[src/rtl/mac_seq.sv]
// Vector dot-product sequencer.
// Feeds operand pairs to an external multiply-accumulator, then scales
// and saturates the final sum to a signed 8-bit result.
module mac_seq #(
   parameter int LEN_W = 8,
   parameter int SHIFT = 7
) (
   input  logic                    clk,
   input  logic                    rst_n,
   input  logic                    strt,
   input  logic [LEN_W-1:0]        len,
   input  logic signed [7:0]       a_in,
   input  logic signed [7:0]       b_in,
   input  logic                    in_vld,
   output logic                    in_rdy,
   output logic signed [7:0]       mac_a,
   output logic signed [7:0]       mac_b,
   output logic                    mac_clr_n,
   input  logic signed [25:0]      mac_acc,
   output logic signed [7:0]       rslt,
   output logic                    done,
   output logic                    busy
);

   typedef enum logic [1:0] {
      S_IDLE  = 2'd0,
      S_ACCUM = 2'd1,
      S_RSLT  = 2'd2
   } state_t;

   localparam logic [LEN_W-1:0]  LEN_ONE = LEN_W'(1);
   localparam logic signed [25:0] SAT_MAX = 26'sd127;
   localparam logic signed [25:0] SAT_MIN = -26'sd128;

   state_t                  r_state;
   state_t                  w_state_next;
   logic [LEN_W-1:0]        r_len;
   logic [LEN_W-1:0]        w_len_next;
   logic [LEN_W-1:0]        r_cnt;
   logic [LEN_W-1:0]        w_cnt_next;
   logic signed [7:0]       r_rslt;
   logic                    r_done;
   logic signed [25:0]      w_shifted;
   logic signed [7:0]       w_sat;

   // Scale the final sum (arithmetic shift floors toward -inf) and clamp to 8 bits.
   always_comb begin
      w_shifted = mac_acc >>> SHIFT;
      if (w_shifted > SAT_MAX) begin
         w_sat = 8'sd127;
      end else if (w_shifted < SAT_MIN) begin
         w_sat = -8'sd128;
      end else begin
         w_sat = w_shifted[7:0];
      end
   end

   // Next-state logic and all sequencer outputs; stalls in ACCUM feed zeros.
   always_comb begin
      w_state_next = r_state;
      w_len_next   = r_len;
      w_cnt_next   = r_cnt;
      in_rdy       = 1'b0;
      mac_clr_n    = 1'b0;
      mac_a        = 8'sd0;
      mac_b        = 8'sd0;
      busy         = 1'b1;
      case (r_state)
         S_IDLE: begin
            busy = 1'b0;
            if (strt) begin
               if (len != '0) begin
                  w_len_next   = len;
                  w_cnt_next   = '0;
                  w_state_next = S_ACCUM;
               end else begin
                  w_state_next = S_RSLT;
               end
            end
         end
         S_ACCUM: begin
            mac_clr_n = 1'b1;
            in_rdy    = 1'b1;
            if (in_vld) begin
               mac_a      = a_in;
               mac_b      = b_in;
               w_cnt_next = r_cnt + LEN_ONE;
               if (r_cnt == r_len - LEN_ONE) begin
                  w_state_next = S_RSLT;
               end
            end
         end
         S_RSLT: begin
            mac_clr_n    = 1'b1;
            w_state_next = S_IDLE;
         end
         default: begin
            w_state_next = S_IDLE;
         end
      endcase
   end

   // State, captured length and pair counter registers.
   always_ff @(posedge clk or negedge rst_n) begin
      if (!rst_n) begin
         r_state <= S_IDLE;
         r_len   <= '0;
         r_cnt   <= '0;
      end else begin
         r_state <= w_state_next;
         r_len   <= w_len_next;
         r_cnt   <= w_cnt_next;
      end
   end

   // Register the result when leaving RSLT; done pulses for that one cycle.
   always_ff @(posedge clk or negedge rst_n) begin
      if (!rst_n) begin
         r_rslt <= 8'sd0;
         r_done <= 1'b0;
      end else begin
         r_done <= (r_state == S_RSLT);
         if (r_state == S_RSLT) begin
            r_rslt <= w_sat;
         end
      end
   end

   assign rslt = r_rslt;
   assign done = r_done;

endmodule

[config.mk]
export PLATFORM = sky130hd
export DESIGN_NAME = mac_seq
export DESIGN_NICKNAME = d
export VERILOG_FILES = /design/src/rtl/mac_seq.sv
export SDC_FILE = /design/constraint.sdc
export NUM_CORES = 1
export LEC_CHECK = 0
export CORE_ASPECT_RATIO = 1.1
export CORE_MARGIN = 3
export CORE_UTILIZATION = 37
export CTS_CLUSTER_SIZE = 16
export DETAILED_ROUTE_END_ITERATION = 6
export PLACE_DENSITY = 0.79
export SYNTH_ARGS = -nofsm -noshare
export SYNTH_HDL_FRONTEND = slang
export SYNTH_SLANG_ARGS = --single-unit
[constraint.sdc]
create_clock -name clk -period 1.96 [get_ports clk]
set_input_delay 0.392 -clock clk [delete_from_list [all_inputs] [get_ports clk]]
set_output_delay 0.392 -clock clk [all_outputs]
set_load 0.02 [all_outputs]
==> out/results.txt, run 1 <==
Grt total ovfl = 0
Global-route wire length before repair = 8220 µm
Critical Path Start Type = flip-flop
Vias = 1846
CP peak stage delay = 0.44 ns
N_diodes = 0
Initial Util = 39.5%
WL final = 5030 µm
DP HPWL = 3810 µm
Hold slack = 0.485 ns
Power per Cell Area = 1270 nW/µm²
Peak VDD IR = 760 µV
Clock slew at reported path FFs = 0.09 ns
Clock skew = 0.00290 ns
Final-report hold violation count = 0
Unique cell type count in the Yosys netlist = 46
Worst R2R Path Depth = 8
RSZ-0062 raised after global routing = yes
Yosys top cell area share = 38.5%
Final period util = 97.7%
Cell count after synthesis = 195
Achievable Freq = 522 MHz
GR Util All Layers = 18.1%
Routability cong. = 0.843
Total negative slack = 0 ns
Async set or reset register ratio after synthesis = 100%
Max Cap Viol = 0
Met3 usage = 3.71%
TritonCTS clock tree = yes
Data required, critical path = 2.13 ns
Initial DRT Pass Iterations = 4
GR Util met2 = 34.3%
Worst Max-Slew Pin Slew = 0.342 ns
Top post-synthesis cells by area = dfrtp_1 (39%), and3_1 (6.4%), a21oi_1 (4.6%)
Maximum clock insertion buffer count = 2
Worst hold path type = primary input to asynchronous set/reset pin
Fin crit period = 1.92 ns
Total CTS buffers = 3
H-Tree Depth = 1
Die X = 71.7 µm
Fin nets = 353
Final setup fails = 0
Syn Area/Cell = 9.00 µm²
WS Path Type = flip-flop to flip-flop
Yosys warns = 0
Vias in the first global route = 1811
Ys flop type = dfrtp_1
Leakage power = 1.23 nW
Commonest cells post-synth = dfrtp_1 (27), nand2_1 (21), and3_1 (18), a21oi_1 (16), nor2_1 (11)
Clk root buf = clkbuf_8
Met1 Usage GRT = 20.0%
Critical Path Fanout Max = 7
Post-synth EDFFs = 0
Filler cells = 385
# rows = 25
Relative slew slack = 77.2%
DRC viols = 0
Initial antenna violation count = 0
Worst Path Arrival = 2.08 ns
WL/cell = 14.5 µm
Core area = 4440 µm²
Slowest CP cell = dfrtp_1
Skew-Pair Late Insertion Delay = 0.27 ns
Status = finished, final reports clean
Largest net degree at the start of global routing = 28
Ports = 82
Synthesized net count = 254
FF+latch count, synth = 27
Crit-path cells = ha_4 -> buf_6 -> nor2b_1 -> a311oi_2 -> buf_4 -> o21ai_4 -> buf_4 -> a22o_1
Post-DRT Antenna Nets = 0
Layout cells sized above 1 = 23.9%
CTS Sinks = 27
Die area = 5600 µm²
Via-to-Cell Ratio = 5.32
Most frequent CP cell = buf_4
Count leader, synth = dfrtp_1
P&R area growth vs syn = 58.6%
Slew Viols, Final = 0
DR iter-0 viols = 105
Area leader, netlist = dfrtp_1
I/O Buffers = 74
GR peak layer = met2
Post-Syn Area = 1750 µm²
Die height = 78.2 µm
Post-synthesis sequential area ratio = 38.5%
Crit end category = flip-flop
==> worst max-delay path, delay by kind of cell (launching register included) <==
| family | cells | cell delay [ns] |
|---|---|---|
| compound gates | 3 | 0.56 |
| fa+ha+maj | 1 | 0.20 |
| buf+inv | 3 | 0.47 |
| flops | 1 | 0.44 |
| simple gates | 1 | 0.13 |
==> per-stage QoR <==
stage                     worst slack [ns]  total power, mW  cell area (µm²)  cells  util (%)
after CTS                           0.0205             3.39             2740    342      61.7
after floorplan                     0.0655             2.19             1760    195         -
after global placement              -0.197             2.95             2680    336      60.2
after detailed placement            -0.231             3.01             2680    336      60.2
after global routing               -0.0408             3.80             2780    347      62.6
final                               0.0450             3.54             2780    347      62.6
==> final timing paths <==
kind                                             start  slack [ns]                    to
min in group clk                   rslt[2]$_DFFE_PN0P_        0.54   rslt[2]$_DFFE_PN0P_
worst min register to register     rslt[2]$_DFFE_PN0P_        0.54   rslt[2]$_DFFE_PN0P_
max in group asynchronous                        rst_n        1.22   rslt[7]$_DFFE_PN0P_
worst max register to register  r_state[0]$_DFFE_PN0P_        0.04  r_cnt[2]$_DFFE_PN0P_
worst max-delay path            r_state[0]$_DFFE_PN0P_        0.04  r_cnt[2]$_DFFE_PN0P_
worst min-delay path                             rst_n        0.49  r_cnt[2]$_DFFE_PN0P_
==> what timing repair did <==
action                                  in CTS  in global routing
hold buffers                                 0                  0
resized for setup                           23                 44
pin swaps                                    1                  8
cloned                                       1                  0
setup buffers                                1                  5
endpoints found under the setup margin      21                 35
==> per-layer routing <==
layer / up-vias / wire [µm]
li1: 905 / -
met1: 901 / 1980
met2: 36 / 2800
met3: 4 / 223
met4: 0 / 34
met5: - / 0
==> state kept, by name, indices dropped and copies added, names as in the netlist <==
register	cells
r_cnt	8
rslt	8
done	1
r_state	2
r_len	8
==> cell type report <==
class                   count  area (µm²)  area share (%)
clock buffers               4        45.0            1.62
repair buffers            103         888            31.9
flip-flops and latches     27         676            24.3
inverters                   8        30.0            1.08
well taps                  54        67.6            2.43
multi-input cells         151        1080            38.7
==> cell usage in the layout (no fill, tap or decap), types with 2 or more instances in the layout <==
| cell | Yosys | layout |
|---|---|---|
| a211oi_1 | 3 | 2 |
| a21oi_1 | 16 | 16 |
| and3_1 | 18 | 18 |
| buf_4 | 0 | 26 |
| clkbuf_2 | 0 | 14 |
| clkbuf_8 | 0 | 3 |
| clkdlybuf4s50_1 | 0 | 55 |
| dfrtp_1 | 27 | 27 |
| dlygate4sd2_1 | 0 | 5 |
| ha_1 | 5 | 2 |
| ha_4 | 0 | 3 |
| inv_1 | 7 | 4 |
| inv_2 | 0 | 3 |
| mux2_1 | 3 | 3 |
| mux2_2 | 3 | 3 |
| nand2_1 | 21 | 21 |
| nand3_1 | 5 | 5 |
| nand3b_1 | 2 | 2 |
| nand4_1 | 3 | 3 |
| nor2_1 | 11 | 11 |
| nor2b_1 | 5 | 5 |
| nor3_1 | 6 | 3 |
| nor3_2 | 2 | 5 |
| nor4_1 | 5 | 4 |
| o21ai_0 | 8 | 5 |
| o21ai_1 | 3 | 6 |
| o21bai_1 | 2 | 2 |
| xnor2_1 | 6 | 6 |
| xor2_1 | 3 | 3 |
==> cells by family after synthesis <==
family / after synthesis / share of synthesized area [%]
AO/OA/AOI/OAI: 44 / 17.3
XOR/XNOR: 9 / 4.49
adder cells (fa/ha/maj): 5 / 3.57
buffers and inverters: 18 / 5.28
flip-flops: 27 / 38.5
multiplexers: 6 / 3.85
AND/OR/NAND/NOR: 86 / 27.0
==> where the power goes <==
| part | total [mW] | switching [mW] | internal (mW) |
|---|---|---|---|
| Sequential | 1.01 | 0.239 | 0.766 |
| Clock | 0.319 | 0.174 | 0.146 |
| Combinational | 2.22 | 1.13 | 1.09 |
| Total | 3.54 | 1.54 | 2.00 |
Power figures use the tool's default switching activity.
==> run 2: changes to the inputs <==
--- a/config.mk
+++ b/config.mk
@@ -7,10 +7,10 @@
 export LEC_CHECK = 0
 export CORE_ASPECT_RATIO = 1.1
 export CORE_MARGIN = 3
-export CORE_UTILIZATION = 37
+export CORE_UTILIZATION = 44
 export CTS_CLUSTER_SIZE = 16
 export DETAILED_ROUTE_END_ITERATION = 6
-export PLACE_DENSITY = 0.79
+export PLACE_DENSITY = 0.88
 export SYNTH_ARGS = -nofsm -noshare
 export SYNTH_HDL_FRONTEND = slang
 export SYNTH_SLANG_ARGS = --single-unit
==> constraint.sdc (replaced) <==
create_clock -name clk -period 2.41 [get_ports clk]
set_input_delay 0.482 -clock clk [delete_from_list [all_inputs] [get_ports clk]]
set_output_delay 0.482 -clock clk [all_outputs]
set_load 0.02 [all_outputs]
==> out/results.txt, run 2 (same netlist as run 1, synthesis figures left out) <==
Post-DRT Antenna Nets = 0 (unchanged)
Initial DRT Pass Iterations = 4 (unchanged)
Final period util = 98.5%
TritonCTS clock tree = yes
CTS Hold Bufs = 0 (unchanged)
N_diodes = 0 (unchanged)
WL final = 4590 µm (-8.7%)
Worst R2R Path Depth = 8 (unchanged)
Skew-Pair Late Insertion Delay = 0.27 ns (about the same)
Fin area = 2670 µm² (-4.1%)
Grt total ovfl = 0 (unchanged)
Hold Crit Depth = 2
Layout Cells excl Fill = 323 (-6.9%)
Final setup fails = 0 (unchanged)
Clock skew = 0.00687 ns (+0.00396 ns)
Hold endpoint = rslt[7]$_DFFE_PN0P_
DRC viols = 0 (unchanged)
H-Tree Depth = 1 (unchanged)
Worst hold path type = flip-flop to flip-flop
CTS Sinks = 27 (unchanged)
Critical Path Fanout Max = 12 (+5)
WS Path Type = primary input to output port
Power per Cell Area = 959 nW/µm² (-25%)
Combinational share of power = 58.3% (-4.3 points)
Initial Util = 46.9% (+7.4 points)
Placed cells = 319 (-5.1%)
Buf/Inv on CP = 3 (unchanged)
Leakage power = 1.33 nW (+7.8%)
Die height = 72.2 µm (-7.7%)
Crit end category = output port
Data required, critical path = 1.93 ns (-0.20 ns)
Switch Pwr = 1.10 mW (-28%)
Sw frac = 43.1% (-0.43 points)
Most frequent CP cell = clkdlybuf4s50_1
Slowest CP cell = clkdlybuf4s50_1
Post-CTS Setup Bufs = 0 (-1)
Vias in the first global route = 1731 (-4.4%)
RSZ-0062 raised after global routing = no
Clk pwr share = 9.9% (+0.9 points)
Final-report hold violation count = 0 (unchanged)
Achievable Freq = 421 MHz
Relative slew slack = 60.6% (-17 points)
Via-to-Cell Ratio = 5.38 (+1.1%)
Largest net degree at the start of global routing = 28 (unchanged)
CP top delay family = buffers and inverters
Fin crit period = 2.37 ns
Post-CTS Resized = 4 (-83%)
P&R area growth vs syn = 52.1%
Ports = 82 (unchanged)
Total negative slack = 0 ns (unchanged)
Core area = 3740 µm² (-16%)
DP Area = 2580 µm² (-3.5%)
Fin nets = 333 (-5.7%)
Initial antenna violation count = 0 (unchanged)
Dpl ws = 0.00284 ns (+0.233 ns)
Global-route wire length before repair = 7510 µm (-8.7%)
GR Util All Layers = 19.2% (+1.1 points)
Commonest non-fill, non-tap cell in the layout = clkdlybuf4s50_1
R2R Setup Slk = 0.22 ns (+0.18 ns)
Total CTS buffers = 3 (unchanged)
Worst Path Arrival = 1.89 ns (-0.19 ns)
Total Power = 2.56 mW (-28%)
Slew Viols, Final = 0 (unchanged)
I/O Buffers = 74 (unchanged)
Power Internal = 1.46 mW (-27%)
DR iter-0 viols = 70 (-33%)
Status = finished, final reports clean
Die area = 4780 µm² (-15%)
Worst Max-Slew Pin Slew = 0.592 ns (+0.249 ns)
Vias = 1738 (-5.9%)
Crit-path cells = clkdlybuf4s50_1 -> buf_12 -> and3_1 -> clkdlybuf4s50_1
Seq pwr share = 31.8% (+3.4 points)
DP HPWL = 3600 µm (-5.5%)
CP peak stage delay = 0.60 ns (+0.16 ns)
# rows = 23 (-8.0%)
Peak VDD IR = 647 µV (-15%)
Hold wc startpoint = rslt[7]$_DFFE_PN0P_
Setup slack after layout = 0.0359 ns (-0.00911 ns)
Clock slew at reported path FFs = 0.09 ns (about the same)
RR Endpoint = r_state[1]$_DFFE_PN0P_
Max Cap Viol = 0 (unchanged)
Die X = 66.2 µm (-7.6%)
Maximum clock insertion buffer count = 2 (unchanged)
Layout cells sized above 1 = 9.89% (-14 points)
WL/cell = 14.2 µm (-2.0%)
Worst r2r src = r_len[0]$_DFFE_PN0P_
Most frequent cells in the layout = clkdlybuf4s50_1 (60), dfrtp_1 (27), nand2_1 (21)
Critical Path Start Type = primary input
Clk root buf = clkbuf_8
Routability cong. = 0.823 (-2.4%)
==> run 2: power by group through the flow <==
stage / Combinational, mW / Sequential (mW) / Clock [mW]
final: 1.49 / 0.813 / 0.254
after global routing: 1.63 / 0.838 / 0.278
after CTS: 1.51 / 0.810 / 0.260
after detailed placement: 1.49 / 0.814 / 0
after global placement: 1.46 / 0.804 / 0
after floorplan: 0.922 / 0.852 / 0
==> run 2: worst register-to-register path, cell delays in order (launching register included) <==
cell	delay (ns)
dfrtp_1	0.47
inv_1	0.11
ha_1	0.32
nor2_1	0.11
nand2b_4	0.16
a2111oi_4	0.33
o311a_1	0.31
a211oi_1	0.12
a221oi_2	0.18
==> run 2: how the worst max path moves through the flow <==
stage / startpoint / endpoint / slack, ns / cells past startpoint
final: in_vld / mac_a[4] / 0.04 / 4
after global routing: in_vld / mac_b[4] / 0.002 / 4
after CTS: in_vld / mac_b[7] / 0.009 / 4
after detailed placement: in_vld / mac_b[2] / 0.003 / 4
after global placement: in_vld / mac_b[0] / 0.03 / 4
after floorplan: r_state[1]$_DFFE_PN0P_ / mac_a[0] / 0.35 / 5
==> run 2: cell type report <==
| class | count | area, µm² |
|---|---|---|
| tap | 50 | 62.6 |
| inverter | 8 | 30.0 |
| sequential | 27 | 676 |
| fill | 282 | 1070 |
| clock inverter | 1 | 5.00 |
| timing repair buffer | 84 | 856 |
| multi-input combinational | 150 | 998 |
| clock buffer | 3 | 41.3 |
==> run 2: per-layer routing <==
metal  GRT usage, %  vias to the layer above  share of wire [%]  wire length, µm
met4           4.74                        0                1.5               68
met3           4.18                       10                4.5              206
li1               -                      857                  -                -
met2           34.1                       39                 54             2460
met5              0                        -                  0                0
met1           23.6                      832                 40             1860
==> run 2: metrics by stage <==
stage | util, % | hold slack, ns
after floorplan | - | 0.186
after global placement | 69.0 | 0.501
after detailed placement | 69.0 | 0.513
after CTS | 70.5 | 0.533
after global routing | 71.3 | 0.563
final | 71.3 | 0.532
==> run 3: changes to the inputs <==
--- a/config.mk
+++ b/config.mk
@@ -10,7 +10,9 @@
 export CORE_UTILIZATION = 44
 export CTS_CLUSTER_SIZE = 16
 export DETAILED_ROUTE_END_ITERATION = 6
+export GPL_TIMING_DRIVEN = 0
 export PLACE_DENSITY = 0.88
+export SLEW_MARGIN = 20
 export SYNTH_ARGS = -nofsm -noshare
 export SYNTH_HDL_FRONTEND = slang
 export SYNTH_SLANG_ARGS = --single-unit
==> out/results.txt, run 3 (same netlist as run 1, synthesis figures left out) <==
Die area = 4780 µm² (unchanged)
H-Tree Depth = 1 (unchanged)
Final setup fails = 0 (unchanged)
Dpl ws = -0.282 ns (-0.285 ns)
Worst R2R Path Depth = 9 (+1)
Core area = 3740 µm² (unchanged)
DP HPWL = 3690 µm (+2.5%)
Max Cap Viol = 0 (unchanged)
CP peak stage delay = 0.41 ns (-0.19 ns)
Via-to-Cell Ratio = 5.32 (-1.2%)
N_diodes = 0 (unchanged)
Initial DRT Pass Iterations = 4 (unchanged)
Worst r2r src = r_state[0]$_DFFE_PN0P_
Clock skew = 0.00263 ns (-0.00424 ns)
WS Path Type = flip-flop to output port
Ports = 82 (unchanged)
Largest net degree at the start of global routing = 28 (unchanged)
Clock slew at reported path FFs = 0.09 ns (about the same)
Initial Util = 46.9% (unchanged)
Critical Path Start Type = flip-flop
Initial antenna violation count = 0 (unchanged)
Routability cong. = 0.827 (+0.49%)
Crit-path cells = inv_1 -> ha_4 -> clkbuf_4 -> clkbuf_4 -> and3_1 -> clkdlybuf4s15_1
WL final = 4700 µm (+2.4%)
Post-DRT Antenna Nets = 0 (unchanged)
Clk root buf = clkbuf_8
Total Power = 2.59 mW (+1.3%)
Grt total ovfl = 0 (unchanged)
Status = finished, final reports clean
RR Endpoint = r_cnt[7]$_DFFE_PN0P_
DR iter-0 viols = 148 (+110%)
Vias in the first global route = 1625 (-6.1%)
Commonest non-fill, non-tap cell in the layout = clkdlybuf4s50_1
Post-CTS Setup Bufs = 0 (unchanged)
DRC viols = 0 (unchanged)
Fin nets = 333 (unchanged)
Slowest CP cell = dfrtp_1
Skew-Pair Late Insertion Delay = 0.28 ns (about the same)
Global-route wire length before repair = 7400 µm (-1.5%)
Critical Path Fanout Max = 10 (-2)
Data required, critical path = 1.93 ns (about the same)
Slew Viols, Final = 0 (unchanged)
Peak VDD IR = 731 µV (+13%)
Leakage power = 1.13 nW (-15%)
RSZ-0062 raised after global routing = no
DP Area = 2550 µm² (-1.2%)
Worst Max-Slew Pin Slew = 0.823 ns (+0.232 ns)
Die height = 72.2 µm (unchanged)
Worst hold path type = primary input to asynchronous set/reset pin
Achievable Freq = 430 MHz (+2.1%)
Worst Path Arrival = 1.84 ns (-0.05 ns)
Crit end category = output port
WL/cell = 14.6 µm (+2.4%)
Layout cells sized above 1 = 12.1% (+2.2 points)
CTS Sinks = 27 (unchanged)
R2R Setup Slk = 0.22 ns (about the same)
Final period util = 96.4% (-2.1 points)
Most frequent CP cell = clkbuf_4
Maximum clock insertion buffer count = 2 (unchanged)
Most frequent cells in the layout = clkdlybuf4s50_1 (57), dfrtp_1 (27), nand2_1 (21)
Power per Cell Area = 997 nW/µm² (+4.0%)
CTS Hold Bufs = 0 (unchanged)
Setup slack after layout = 0.0858 ns (+0.0499 ns)
# rows = 23 (unchanged)
Fin area = 2600 µm² (-2.5%)
Die X = 66.2 µm (unchanged)
Relative slew slack = 44.6% (-16 points)
Fin crit period = 2.32 ns (-0.0499 ns)
Vias = 1718 (-1.2%)
Final-report hold violation count = 0 (unchanged)
P&R area growth vs syn = 48.3%
Final Util = 69.5% (-1.8 points)
Filler cells = 293 (+3.9%)
Total CTS buffers = 3 (unchanged)
I/O Buffers = 74 (unchanged)
GR Util All Layers = 19.5% (+0.25 points)
TritonCTS clock tree = yes
## run 3: changes by cell type in the layout (fill, tap and decap cells not counted), moves of 2 or more
cell / previous run / this run
dlymetal6s2s_1: 12 / 0
clkdlybuf4s15_2: 0 / 5
dlygate4sd2_1: 2 / 7
clkbuf_1: 0 / 3
clkbuf_4: 0 / 2
clkbuf_2: 0 / 4
buf_6: 0 / 3
buf_2: 0 / 3
buf_4: 9 / 0
clkdlybuf4s50_1: 60 / 57
## run 3: final cells by class
class                   instances  area [µm²]  area share (%)
repair buffers                 74         718            27.6
plain buffers                  10        71.3            2.74
well taps                      50        62.6            2.41
inverters                       8        30.0            1.15
flip-flops and latches         27         676            26.0
multi-input cells             150         998            38.4
clock buffers                   4        45.0            1.73
## run 3: routing by layer
layer	global-route usage (%)	vias to the layer above	part of all wire, %
li1	-	856	-
met1	24.4	816	42
met2	34.8	41	54
met3	3.25	5	3.5
met4	4.51	0	0.77
met5	0	-	0
## run 3: how the worst max path moves through the flow
| stage | from | endpoint | slack [ns] | cells past startpoint |
|---|---|---|---|---|
| 2_1_floorplan | r_state[1]$_DFFE_PN0P_ | mac_a[0] | 0.35 | 5 |
| 3_3_place_gp | in_vld | mac_a[5] | -0.25 | 4 |
| 3_5_place_dp | r_state[1]$_DFFE_PN0P_ | mac_a[4] | -0.28 | 6 |
| 4_1_cts | r_state[1]$_DFFE_PN0P_ | mac_a[0] | 0.0003 | 6 |
| 5_1_grt | r_state[1]$_DFFE_PN0P_ | mac_b[4] | 0.01 | 6 |
| 6_report | r_state[1]$_DFFE_PN0P_ | mac_b[4] | 0.09 | 6 |
## run 3: metrics by stage
step | setup TNS, ns | hold WS [ns] | instances
5_1_grt | 0 | 0.240 | 323
3_3_place_gp | -2.74 | 0.503 | 319
4_1_cts | 0 | 0.231 | 323
3_5_place_dp | -2.86 | 0.516 | 319
2_1_floorplan | 0 | 0.186 | 195
6_report | 0 | 0.193 | 323
## run 3: critical path, delay by kind of cell, from the launching register on
family	cells	cell delay, ns
buffers and inverters	4	0.82
flip-flops	1	0.41
AND/OR/NAND/NOR	1	0.15
adder cells (fa/ha/maj)	1	0.18
## run 3: repair_timing
action                                 in CTS  in global routing
setup endpoints to repair                  16                  9
cloned                                      0                  0
endpoints found under the hold margin       0                  0
gates resized for setup                    33                  8
## run 3: report_power, final
| part | internal (mW) | total (mW) | switching [mW] |
|---|---|---|---|
| sequential | 0.623 | 0.818 | 0.195 |
| combinational | 0.715 | 1.51 | 0.794 |
| clock | 0.119 | 0.267 | 0.149 |
| total | 1.46 | 2.59 | 1.14 |
